[src/rtl/hazard_pkg.sv]
// Shared types for the pipeline hazard controller: in-flight slot records and FSM states.
package hazard_pkg;

  // Record address fields are sized for the widest supported register file; narrower
  // addresses are zero-extended on entry, so every comparison sees the same width.
  localparam int REC_AW = 8;

  typedef struct packed {
    logic              valid;
    logic [REC_AW-1:0] rd;
    logic [REC_AW-1:0] rs2;
    logic              wr_en;
    logic              mem_rd;
    logic              mem_wr;
  } slot_rec_t;

  typedef enum logic [0:0] {
    RUN  = 1'b0,
    WAIT = 1'b1
  } hz_state_e;

  localparam slot_rec_t BUBBLE = '0;

endpackage

[src/rtl/pipe_hazard_ctrl_if.sv]
// ID-stage, memory-handshake and hazard-control signals between the pipeline and the hazard controller.
interface pipe_hazard_ctrl_if #(
  parameter int REGFILE_ADDR_WIDTH = 5,
  parameter int FWD_DEPTH          = 3,
  parameter int CNT_WIDTH          = 16
);
  localparam int SEL_W = $clog2(FWD_DEPTH + 1);

  logic                          ID_valid;
  logic [REGFILE_ADDR_WIDTH-1:0] ID_Rs1_addr;
  logic [REGFILE_ADDR_WIDTH-1:0] ID_Rs2_addr;
  logic [REGFILE_ADDR_WIDTH-1:0] ID_Rd_addr;
  logic                          ID_RegFile_wr_en;
  logic                          ID_Mem_rd_en;
  logic                          ID_Mem_wr_en;
  logic [1:0]                    ID_ALU_source_sel;
  logic                          Flush;
  logic                          DMem_ready;
  logic [SEL_W-1:0]              ForwardA;
  logic [SEL_W-1:0]              ForwardB;
  logic [SEL_W-1:0]              ForwardM;
  logic                          Stall_ID;
  logic                          Freeze;
  logic                          Mem_timeout_err;
  logic [CNT_WIDTH-1:0]          Stall_count;

  modport master (
    output ID_valid, ID_Rs1_addr, ID_Rs2_addr, ID_Rd_addr, ID_RegFile_wr_en,
           ID_Mem_rd_en, ID_Mem_wr_en, ID_ALU_source_sel, Flush, DMem_ready,
    input  ForwardA, ForwardB, ForwardM, Stall_ID, Freeze, Mem_timeout_err, Stall_count
  );

  modport slave (
    input  ID_valid, ID_Rs1_addr, ID_Rs2_addr, ID_Rd_addr, ID_RegFile_wr_en,
           ID_Mem_rd_en, ID_Mem_wr_en, ID_ALU_source_sel, Flush, DMem_ready,
    output ForwardA, ForwardB, ForwardM, Stall_ID, Freeze, Mem_timeout_err, Stall_count
  );

endinterface

[src/rtl/hazard_slot_pipe.sv]
// Shift register of in-flight destination records; slot 1 is the instruction just past ID.
module hazard_slot_pipe
  import hazard_pkg::*;
#(
  parameter int DEPTH = 3
) (
  input  logic                  clk,
  input  logic                  reset,
  input  logic                  hold,
  input  slot_rec_t             insert_rec,
  output slot_rec_t [DEPTH:1]   slots
);

  always_ff @(posedge clk) begin
    if (reset) begin
      for (int k = 1; k <= DEPTH; k++) slots[k] <= BUBBLE;
    end else if (!hold) begin
      slots[1] <= insert_rec;
      for (int k = 2; k <= DEPTH; k++) slots[k] <= slots[k-1];
    end
  end

endmodule

[src/rtl/pipe_hazard_ctrl.sv]
// Hazard controller: operand and store-data forwarding, load-use stalls and
// data-memory wait freezing, all derived from a private record of in-flight writers.
module pipe_hazard_ctrl
  import hazard_pkg::*;
#(
  parameter int REGFILE_ADDR_WIDTH = 5,
  parameter int FWD_DEPTH          = 3,
  parameter int LOAD_STAGE         = 2,
  parameter int MEM_TIMEOUT        = 64,
  parameter int CNT_WIDTH          = 16
) (
  input logic               Clk,
  input logic               Reset,
  pipe_hazard_ctrl_if.slave hz
);
  localparam int SEL_W = $clog2(FWD_DEPTH + 1);
  localparam int TMO_W = $clog2(MEM_TIMEOUT + 1);
  localparam logic [0:0] ST_RUN  = RUN;
  localparam logic [0:0] ST_WAIT = WAIT;

  slot_rec_t [FWD_DEPTH:1]       slots;
  slot_rec_t                     id_rec;
  logic [0:0]                    state;
  logic [TMO_W-1:0]              tmo_cnt;
  logic                          mem_err;
  logic [CNT_WIDTH-1:0]          stall_cnt;
  logic [SEL_W-1:0]              sel_a, sel_b, sel_m;
  logic                          lu_a, lu_b, load_use, memop, freeze, stall_id;
  logic [REGFILE_ADDR_WIDTH-1:0] id_rs1, id_rs2, id_rd;
  logic [REC_AW-1:0]             rs1_ext, rs2_ext;
  logic                          unused_slot_bits;

  function automatic logic fwd_match(slot_rec_t s, logic [REC_AW-1:0] rs);
    return s.valid && s.wr_en && (s.rd != '0) && (s.rd == rs);
  endfunction

  assign id_rs1  = hz.ID_Rs1_addr;
  assign id_rs2  = hz.ID_Rs2_addr;
  assign id_rd   = hz.ID_Rd_addr;
  assign rs1_ext = REC_AW'(id_rs1);
  assign rs2_ext = REC_AW'(id_rs2);

  // Scanning oldest to youngest lets the youngest match overwrite; a too-young load yields load-use.
  always_comb begin
    sel_a = '0;
    sel_b = '0;
    lu_a  = 1'b0;
    lu_b  = 1'b0;
    for (int k = FWD_DEPTH; k >= 1; k--) begin
      if (fwd_match(slots[k], rs1_ext)) begin
        lu_a  = slots[k].mem_rd && (k < LOAD_STAGE);
        sel_a = lu_a ? '0 : SEL_W'(k);
      end
      if (fwd_match(slots[k], rs2_ext)) begin
        lu_b  = slots[k].mem_rd && (k < LOAD_STAGE);
        sel_b = lu_b ? '0 : SEL_W'(k);
      end
    end
  end

  always_comb begin
    sel_m = '0;
    for (int k = FWD_DEPTH; k >= 2; k--) begin
      if (fwd_match(slots[k], slots[1].rs2) && (!slots[k].mem_rd || k >= LOAD_STAGE))
        sel_m = SEL_W'(k);
    end
  end

  // An operand that is not read from the register file can never cause a load-use stall.
  assign load_use = (lu_a && !hz.ID_ALU_source_sel[1]) || (lu_b && !hz.ID_ALU_source_sel[0]);
  assign memop    = slots[LOAD_STAGE].valid && (slots[LOAD_STAGE].mem_rd || slots[LOAD_STAGE].mem_wr);
  assign freeze   = (state == ST_RUN) ? (memop && !hz.DMem_ready) : !hz.DMem_ready;
  assign stall_id = load_use && hz.ID_valid && !hz.Flush && !freeze;

  always_comb begin
    id_rec = BUBBLE;
    if (hz.ID_valid && !stall_id && !hz.Flush) begin
      id_rec.valid  = 1'b1;
      id_rec.rd     = REC_AW'(id_rd);
      id_rec.rs2    = rs2_ext;
      id_rec.wr_en  = hz.ID_RegFile_wr_en;
      id_rec.mem_rd = hz.ID_Mem_rd_en;
      id_rec.mem_wr = hz.ID_Mem_wr_en;
    end
  end

  hazard_slot_pipe #(.DEPTH(FWD_DEPTH)) u_slots (
    .clk        (Clk),
    .reset      (Reset),
    .hold       (freeze),
    .insert_rec (id_rec),
    .slots      (slots)
  );

  // The WAIT counter stops at the limit so the error stays sticky without wrapping.
  always_ff @(posedge Clk) begin
    if (Reset) begin
      state     <= ST_RUN;
      tmo_cnt   <= '0;
      mem_err   <= 1'b0;
      stall_cnt <= '0;
    end else begin
      if (stall_id && (stall_cnt != '1)) stall_cnt <= stall_cnt + CNT_WIDTH'(1);
      if (state == ST_RUN) begin
        if (freeze) begin
          state   <= ST_WAIT;
          tmo_cnt <= TMO_W'(1);
          if (MEM_TIMEOUT <= 1) mem_err <= 1'b1;
        end
      end else if (hz.DMem_ready) begin
        state <= ST_RUN;
      end else if (tmo_cnt < TMO_W'(MEM_TIMEOUT)) begin
        tmo_cnt <= tmo_cnt + TMO_W'(1);
        if (tmo_cnt == TMO_W'(MEM_TIMEOUT - 1)) mem_err <= 1'b1;
      end
    end
  end

  assign hz.ForwardA        = (hz.ID_valid && !hz.ID_ALU_source_sel[1]) ? sel_a : '0;
  assign hz.ForwardB        = (hz.ID_valid && !hz.ID_ALU_source_sel[0]) ? sel_b : '0;
  assign hz.ForwardM        = (slots[1].valid && slots[1].mem_wr) ? sel_m : '0;
  assign hz.Stall_ID        = stall_id;
  assign hz.Freeze          = freeze;
  assign hz.Mem_timeout_err = mem_err;
  assign hz.Stall_count     = stall_cnt;

  assign unused_slot_bits = ^slots;

endmodule

[src/flat_wrapper.sv]
// flat-port wrapper written by rule: the top's interface ports become plain ports
module pipe_hazard_ctrl_flat import hazard_pkg::*;
#(
  parameter int REGFILE_ADDR_WIDTH = 5,
  parameter int FWD_DEPTH          = 3,
  parameter int LOAD_STAGE         = 2,
  parameter int MEM_TIMEOUT        = 64,
  parameter int CNT_WIDTH          = 16
)
  (Clk, Reset, hz_ID_valid, hz_ID_Rs1_addr, hz_ID_Rs2_addr, hz_ID_Rd_addr, hz_ID_RegFile_wr_en, hz_ID_Mem_rd_en, hz_ID_Mem_wr_en, hz_ID_ALU_source_sel, hz_Flush, hz_DMem_ready, hz_ForwardA, hz_ForwardB, hz_ForwardM, hz_Stall_ID, hz_Freeze, hz_Mem_timeout_err, hz_Stall_count);
  pipe_hazard_ctrl_if #(.REGFILE_ADDR_WIDTH(REGFILE_ADDR_WIDTH), .FWD_DEPTH(FWD_DEPTH), .CNT_WIDTH(CNT_WIDTH)) hz_i ();
  input logic Clk;
  input logic Reset;
  input wire logic [$bits(hz_i.ID_valid)-1:0] hz_ID_valid;
  input wire logic [$bits(hz_i.ID_Rs1_addr)-1:0] hz_ID_Rs1_addr;
  input wire logic [$bits(hz_i.ID_Rs2_addr)-1:0] hz_ID_Rs2_addr;
  input wire logic [$bits(hz_i.ID_Rd_addr)-1:0] hz_ID_Rd_addr;
  input wire logic [$bits(hz_i.ID_RegFile_wr_en)-1:0] hz_ID_RegFile_wr_en;
  input wire logic [$bits(hz_i.ID_Mem_rd_en)-1:0] hz_ID_Mem_rd_en;
  input wire logic [$bits(hz_i.ID_Mem_wr_en)-1:0] hz_ID_Mem_wr_en;
  input wire logic [$bits(hz_i.ID_ALU_source_sel)-1:0] hz_ID_ALU_source_sel;
  input wire logic [$bits(hz_i.Flush)-1:0] hz_Flush;
  input wire logic [$bits(hz_i.DMem_ready)-1:0] hz_DMem_ready;
  output wire logic [$bits(hz_i.ForwardA)-1:0] hz_ForwardA;
  output wire logic [$bits(hz_i.ForwardB)-1:0] hz_ForwardB;
  output wire logic [$bits(hz_i.ForwardM)-1:0] hz_ForwardM;
  output wire logic [$bits(hz_i.Stall_ID)-1:0] hz_Stall_ID;
  output wire logic [$bits(hz_i.Freeze)-1:0] hz_Freeze;
  output wire logic [$bits(hz_i.Mem_timeout_err)-1:0] hz_Mem_timeout_err;
  output wire logic [$bits(hz_i.Stall_count)-1:0] hz_Stall_count;
  assign hz_i.ID_valid = hz_ID_valid;
  assign hz_i.ID_Rs1_addr = hz_ID_Rs1_addr;
  assign hz_i.ID_Rs2_addr = hz_ID_Rs2_addr;
  assign hz_i.ID_Rd_addr = hz_ID_Rd_addr;
  assign hz_i.ID_RegFile_wr_en = hz_ID_RegFile_wr_en;
  assign hz_i.ID_Mem_rd_en = hz_ID_Mem_rd_en;
  assign hz_i.ID_Mem_wr_en = hz_ID_Mem_wr_en;
  assign hz_i.ID_ALU_source_sel = hz_ID_ALU_source_sel;
  assign hz_i.Flush = hz_Flush;
  assign hz_i.DMem_ready = hz_DMem_ready;
  assign hz_ForwardA = hz_i.ForwardA;
  assign hz_ForwardB = hz_i.ForwardB;
  assign hz_ForwardM = hz_i.ForwardM;
  assign hz_Stall_ID = hz_i.Stall_ID;
  assign hz_Freeze = hz_i.Freeze;
  assign hz_Mem_timeout_err = hz_i.Mem_timeout_err;
  assign hz_Stall_count = hz_i.Stall_count;
  pipe_hazard_ctrl #(.REGFILE_ADDR_WIDTH(REGFILE_ADDR_WIDTH), .FWD_DEPTH(FWD_DEPTH), .LOAD_STAGE(LOAD_STAGE), .MEM_TIMEOUT(MEM_TIMEOUT), .CNT_WIDTH(CNT_WIDTH)) u_core (.Clk(Clk), .Reset(Reset), .hz(hz_i));
endmodule
[config.mk]
export PLATFORM = sky130hd
export DESIGN_NAME = pipe_hazard_ctrl_flat
export DESIGN_NICKNAME = d
export VERILOG_FILES = /design/src/rtl/hazard_pkg.sv /design/src/rtl/pipe_hazard_ctrl_if.sv /design/src/rtl/hazard_slot_pipe.sv /design/src/rtl/pipe_hazard_ctrl.sv /design/src/flat_wrapper.sv
export SDC_FILE = /design/constraint.sdc
export NUM_CORES = 1
export LEC_CHECK = 0
export BUFFER_PORTS_ARGS = -buffer_cell sky130_fd_sc_hd__buf_2
export CORE_MARGIN = 4
export CORE_UTILIZATION = 25
export DETAILED_ROUTE_END_ITERATION = 10
export GPL_ROUTABILITY_DRIVEN = 0
export GPL_TIMING_DRIVEN = 0
export PLACE_DENSITY = 0.4
export SLEW_MARGIN = 20
export SYNTH_ARGS = -nofsm -noshare
export SYNTH_HDL_FRONTEND = slang
export SYNTH_SLANG_ARGS = --single-unit
[constraint.sdc]
create_clock -name Clk -period 5.1 [get_ports Clk]
set_clock_uncertainty 0.05 [all_clocks]
set_input_delay 1.02 -clock Clk [delete_from_list [all_inputs] [get_ports Clk]]
set_output_delay 1.02 -clock Clk [all_outputs]
set_load 0.005 [all_outputs]
==> key figures, run 1 <==
Worst setup path
  – CP Data Arrival Time: 2810 ps
  – Crit-path most repeated cell: buf_2
  – Crit path capture type: output pin
  – Startpoint Class: input port
  – Critical-path top delay cell: or4b_2
  – R2R setup slack: 2690 ps
  – Critical path class: in -> out
  – Crit Path Max Fanout: 4
  – CP peak stage delay: around 620 ps
  – Critical Path RT: 4030 ps
  – Worst-path cell chain: buf_2, xor2_1, nor4_4, nand3_1, or4b_2, o21ai_0, buf_2

Clock network
  – CTS Root Cell: clkbuf_16
  – CTS buffer count: 5
  – Latest clock arrival within the worst-skew pair: ~300 ps
  – CTS-repair resized insts: 0
  – TritonCTS clock tree: built
  – Max clock buf depth: 2
  – Clock sink count: 55
  – Clock Pin Slew Worst Setup and Hold Paths: 70 ps
  – Cts hold-fix bufs: 0
  – Post-CTS Setup Repair Bufs: 0
  – H-tree depth: 2

Global routing
  – Pin count of the biggest net entering global routing: 17
  – GRT Total Usage: 13.3%
  – Global-route wire length before repair: 14,000 um
  – Initial antenna violation count: 0
  – Number of global-route vias before repair: around 2,600
  – GR Overflow Total: 0

Cells and area
  – Non-filler cells, final: between 500 and 600
  – Area Overhead vs Synth: 19.3%
  – N_diodes: 0
  – Layout cells sized above 1: 17.3%
  – Fin util: 30.6%
  – Final Cell Area: 3490 um^2
  – Nets: 426

Timing
  – Hold slack: 393 ps
  – Final setup viols: 0
  – Worst slew pin tran: 624 ps
  – Relative slew slack: 58.4%
  – Final Worst Setup Slack: approximately 1200 ps
  – Fin. max-slew vios: 0
  – Final hold viol count: 0
  – Fin crit share: 76.1%
  – Maximum clock frequency: roughly 260 MHz
  – Tmin final: 3880 ps
  – Setup Total Neg Slack: 0 ps
  – RSZ-0062 raised after global routing: false

Synthesis
  – Avg Inst Size Synth: 8.53 um^2
  – Register area share after synthesis: a little under two fifths
  – Synthesized instance count: 343
  – Ys async rst share: 0%
  – Number of flops mapped to enable cells by yosys: 0
  – Yosys reg bits: 55
  – Yosys cell types: 46
  – Syn nets: 370
  – Mapped cell area: 2930 um^2
  – Main synth FF type: dfxtp_1
  – YS warnings: 0

Floorplanning
  – I/O pins: 50
  – Die area: 13,500 um^2
  – Placeable Area: 11,400 um^2
  – # rows: 39
  – Die Wd: 116 um
  – Initial Util: between 20% and 30%
  – Die Height: around 120 um

Route
  – Wire length per cell: 15.6 um
  – WL final: roughly 8500 um
  – Post-DRT Antenna Nets: 0
  – First-pass DRT Iterations: 4
  – Via density: 4.68
  – Detailed router's first-iteration violation count: 67
  – DR DRC count: 0
  – Vias after detailed routing: 2,540

Power
  – Power density over cell area: 242 nW/um^2
  – Total leakage power: 1.41 nW
  – Total power: ~0.85 mW
  – Worst vdd ir: approximately 0.00013 V

Place
  – DP HPWL: 6420 um
  – Cell Count Post-Placement: roughly 540
  – Pre-CTS setup slack: 1220 ps
  – I/O Buffers: 49
  – Placed Area: 3350 um^2

Run status
  – Status: completed

Worst hold path
  – HP Class: reg -> reg

Flow run
  – Max cap viols: 0
## state kept, by name (all words and copies together) (netlist names)
name and cells:
u_core.u_slots.slots 30, u_core.hz.Mem_timeout_err 1, u_core.tmo_cnt 7, u_core.state 1
u_core.hz.Stall_count 16
## synthesized netlist by cell type (2+ instances only)
library cell	instances	area share (%)
a2111oi_1	2	0.68
a2111oi_2	3	1.5
a211oi_1	3	0.77
a21o_1	6	1.5
a21oi_1	30	5.1
a22o_1	13	3.9
and2_1	3	0.64
and3_1	12	2.6
buf_2	2	0.34
clkbuf_1	16	2.1
dfxtp_1	55	38
ha_1	2	0.86
inv_1	10	1.3
nand2_1	47	6.0
nand2b_1	6	1.3
nand3_1	11	1.9
nand3b_1	2	0.51
nand4_1	11	2.4
nor2_1	19	2.4
nor3_1	7	1.2
o21ai_0	3	0.51
o311a_1	2	0.68
o41ai_1	2	0.60
or3_1	4	0.86
or3b_1	2	0.60
xnor2_1	21	6.3
xor2_1	30	9.0
## worst max-delay path, delay by kind of cell
kind | cells | cell delay [ps]
and+or+nand+nor | 3 | 1160
xor gates and xnor gates | 1 | 180
buffers and inverters | 2 | 320
AOI/OAI and AO/OA | 1 | 130
## where the power goes
part	switching, mW	total, mW	internal (mW)
logic	0.0365	0.0611	0.0246
clock network	0.163	0.345	0.182
registers	0.00572	0.440	0.434
## final cells by class
type / instances / area (um^2)
plain buffers: 19 / 73.8
clock buffers: 6 / 129
clock inverters: 2 / 12.5
fillers: 1279 / 7930
inverters: 11 / 41.3
multi-input cells: 258 / 1710
flip-flops and latches: 55 / 1100
well taps: 143 / 179
repair buffers: 49 / 245
## layout by cell type (no fill, tap or decap), types with 2 or more instances in the layout
cell,instances
nor3_1,7
nand3_1,11
or3_1,4
a22o_1,13
o311a_1,2
or3b_1,2
a2111oi_2,3
clkbuf_16,5
inv_1,10
clkbuf_1,17
nand2b_1,6
nor2_1,19
ha_1,2
nand3b_1,2
buf_2,51
and3_1,12
o41ai_1,2
o21ai_0,3
xor2_1,30
a21o_1,6
dfxtp_1,55
xnor2_1,21
a21oi_1,30
a2111oi_1,2
nand2_1,47
nand4_1,11
and2_1,3
a211oi_1,3
## final timing paths
check	cells after the start	to	startpoint
setup / recovery	7	hz_ForwardB[0]	hz_ID_Rs2_addr[4]
hold / removal	2	u_core.hz.Mem_timeout_err	u_core.hz.Mem_timeout_err
setup reg to reg	9	u_core.hz.Stall_count[12]	u_core.hz.Stall_count[0]
hold reg to reg	2	u_core.hz.Mem_timeout_err	u_core.hz.Mem_timeout_err
## cell families (layout without fill, tap and decap cells)
group / after synthesis / count (layout) / synth area share, %
compound gates: 70 / 70 / 17.5
xor+xnor: 51 / 51 / 15.3
fa+ha+maj: 2 / 2 / 0.855
buf+inv: 30 / 87 / 3.93
flops: 55 / 55 / 37.6
mux: 2 / 2 / 0.727
simple gates: 133 / 133 / 24.1
## per-layer routing
layer,vias up,wire [um],GRT usage (%)
met5,-,0,0
met4,0,97,3.48
met3,7,288,2.23
met2,42,3970,22.3
met1,1179,4110,17.7
li1,1312,-,-
(Power assumes the default switching activity.)
==> run 2: changes to the inputs <==
--- a/config.mk
+++ b/config.mk
@@ -11,7 +11,7 @@
 export DETAILED_ROUTE_END_ITERATION = 10
 export GPL_ROUTABILITY_DRIVEN = 0
 export GPL_TIMING_DRIVEN = 0
-export PLACE_DENSITY = 0.4
+export PLACE_DENSITY = 0.41
 export SLEW_MARGIN = 20
 export SYNTH_ARGS = -nofsm -noshare
 export SYNTH_HDL_FRONTEND = slang
==> constraint.sdc (replaced) <==
create_clock -name Clk -period 3.4 [get_ports Clk]
set_clock_uncertainty 0.05 [all_clocks]
set_input_delay 0.68 -clock Clk [delete_from_list [all_inputs] [get_ports Clk]]
set_output_delay 0.68 -clock Clk [all_outputs]
set_load 0.005 [all_outputs]
==> run 2 against run 1 <==
Net effect:
- routed wire length is 1.4% lower
- die area stayed put
- power is 49% higher
- critical path depth stayed put
- global-route usage is 0.20 points lower
- first-iteration DRC count is 21% higher
- combinational power is 49% higher
- clock power is 47% higher
- non-clock buffer count stayed put
- sequential share of layout area stayed put
- hold slack better by 7.2 ps
- critical endpoint unchanged
==> key figures, run 2 (synthesis results as in run 1) <==
Run status
  – Status: completed

Cells and area
  – Area Overhead vs Synth: 19.3% (unchanged)
  – Max reg flops: 30 (unchanged)
  – Most common cell after layout, fill and taps aside: dfxtp_1
  – Top reg by flops: u_core.u_slots.slots
  – Fillcell total: 1,279 (unchanged)
  – Commonest non-fill, non-tap cells in the layout: dfxtp_1, buf_2, nand2_1
  – Layout cells sized above 1: 17.3% (unchanged)
  – Nets: 426 (unchanged)
  – N_diodes: 0 (unchanged)

Worst setup path
  – Critical Path RT: 2670 ps (-1360 ps)
  – R2R setup slack: 1000 ps (-1690 ps)
  – CP Data Arrival Time: 2450 ps (-360 ps)
  – Crit path capture type: output pin
  – Startpoint Class: input port
  – Critical path class: in -> out
  – Crit Path Max Fanout: 4 (unchanged)

Power
  – Power density over cell area: 361 nW/um^2 (+49%)
  – Total power: 1.26 mW (+49%)
  – Worst vdd ir: 0.000197 V (+48%)
  – Total leakage power: 1.41 nW (unchanged)

Global routing
  – Met2 Resource Use GR: 21.4% (-0.96 points)
  – Met1 Usage GRT: 17.7% (-0.021 points)
  – GR Overflow Total: 0 (unchanged)
  – Number of global-route vias before repair: 2,561 (-1.7%)
  – Pin count of the biggest net entering global routing: 17 (unchanged)
  – Met3 usage: 2.44% (+0.21 points)
  – Initial antenna violation count: 0 (unchanged)
  – Global-route wire length before repair: 13,700 um (-1.8%)
  – GRT Total Usage: 13.1% (-0.20 points)
  – GR peak layer: met2

Clock network
  – CTS Root Cell: clkbuf_16
  – CTS buffer count: 5 (unchanged)
  – CTS-repair resized insts: 0 (unchanged)
  – Post-CTS Setup Repair Bufs: 0 (unchanged)
  – Max clock buf depth: 2 (unchanged)
  – Latest clock arrival within the worst-skew pair: 300 ps (about the same)
  – Cts hold-fix bufs: 0 (unchanged)
  – Clock Pin Slew Worst Setup and Hold Paths: 70 ps (about the same)
  – TritonCTS clock tree: built
  – H-tree depth: 2 (unchanged)
  – Clock sink count: 55 (unchanged)

Floorplanning
  – # rows: 39 (unchanged)
  – I/O pins: 50 (unchanged)
  – Initial Util: 25.6% (unchanged)
  – Placeable Area: 11,400 um^2 (unchanged)
  – Die Wd: 116 um (unchanged)
  – Die area: 13,500 um^2 (unchanged)
  – Die Height: 116 um (unchanged)

Timing
  – Maximum clock frequency: roughly 310 MHz
  – Worst slew pin tran: 695 ps (+71.4 ps)
  – Fin. max-slew vios: 0 (unchanged)
  – Final setup viols: 0 (unchanged)
  – Tmin final: 3180 ps
  – Final hold viol count: 0 (unchanged)
  – RSZ-0062 raised after global routing: false
  – Relative slew slack: 53.2% (-5.2 points)
  – Fin crit share: 93.4%
  – Setup Total Neg Slack: 0 ps (unchanged)

Route
  – WL final: 8350 um (-1.4%)
  – Post-DRT Antenna Nets: 0 (unchanged)
  – First-pass DRT Iterations: 4 (unchanged)
  – Via density: 4.65 (-0.51%)
  – Detailed router's first-iteration violation count: 81 (+21%)
  – Vias after detailed routing: 2,527 (-0.51%)
  – Wire length per cell: 15.4 um (-1.4%)
  – DR DRC count: 0 (unchanged)

Worst hold path
  – HP Class: reg -> reg

Place
  – DP HPWL: 6410 um (-0.29%)
  – I/O Buffers: 49 (unchanged)

Flow run
  – Max cap viols: 0 (unchanged)
-- run 2: metrics by stage --
step / util (%) / area (um^2) / hold slack, ps / setup WS [ps] / std cells
floorplan: - / 2930 / 382 / 670 / 343
global placement: 29.3 / 3350 / 390 / 201 / 535
detailed placement: 29.3 / 3350 / 392 / 191 / 535
CTS: 30.6 / 3490 / 402 / 191 / 543
global route: 30.6 / 3490 / 416 / 104 / 543
finish: 30.6 / 3490 / 401 / 224 / 543
-- run 2: metal layers --
layer,share of wire [%],up-vias
met5,0,-
met4,1.2,0
met3,3.2,7
met2,47,35
met1,48,1177
li1,-,1308
-- run 2: area by class of cell --
class	count	area [um^2]	area share, %
clock buffer	6	129	3.69
multi-input combinational	258	1710	49.0
buffer	19	73.8	2.11
tap	143	179	5.13
timing repair buffer	49	245	7.03
clock inverter	2	12.5	0.358
sequential	55	1100	31.5
inverter	11	41.3	1.18
-- run 2: path summary, 6_finish.rpt --
check / from / endpoint / depth (start not counted)
max: hz_ID_Rs2_addr[4] / hz_ForwardB[0] / 7
min: u_core.hz.Mem_timeout_err / u_core.hz.Mem_timeout_err / 2
max reg2reg: u_core.hz.Stall_count[0] / u_core.hz.Stall_count[1] / 9
min reg2reg: u_core.hz.Mem_timeout_err / u_core.hz.Mem_timeout_err / 2
-- run 2: worst max-delay path: stages --
cell and delay [ps]:
buf_2 140, xor2_1 170, nor4_4 390, nand3_1 150, or4b_2 610, o21ai_0 140, buf_2 170
-- run 2: where the power goes --
part / switching, mW / leakage (nW) / internal (mW)
Sequential: 0.00878 / 0.445 / 0.651
Combinational: 0.0540 / 0.897 / 0.0369
Clock: 0.235 / 0.0669 / 0.273
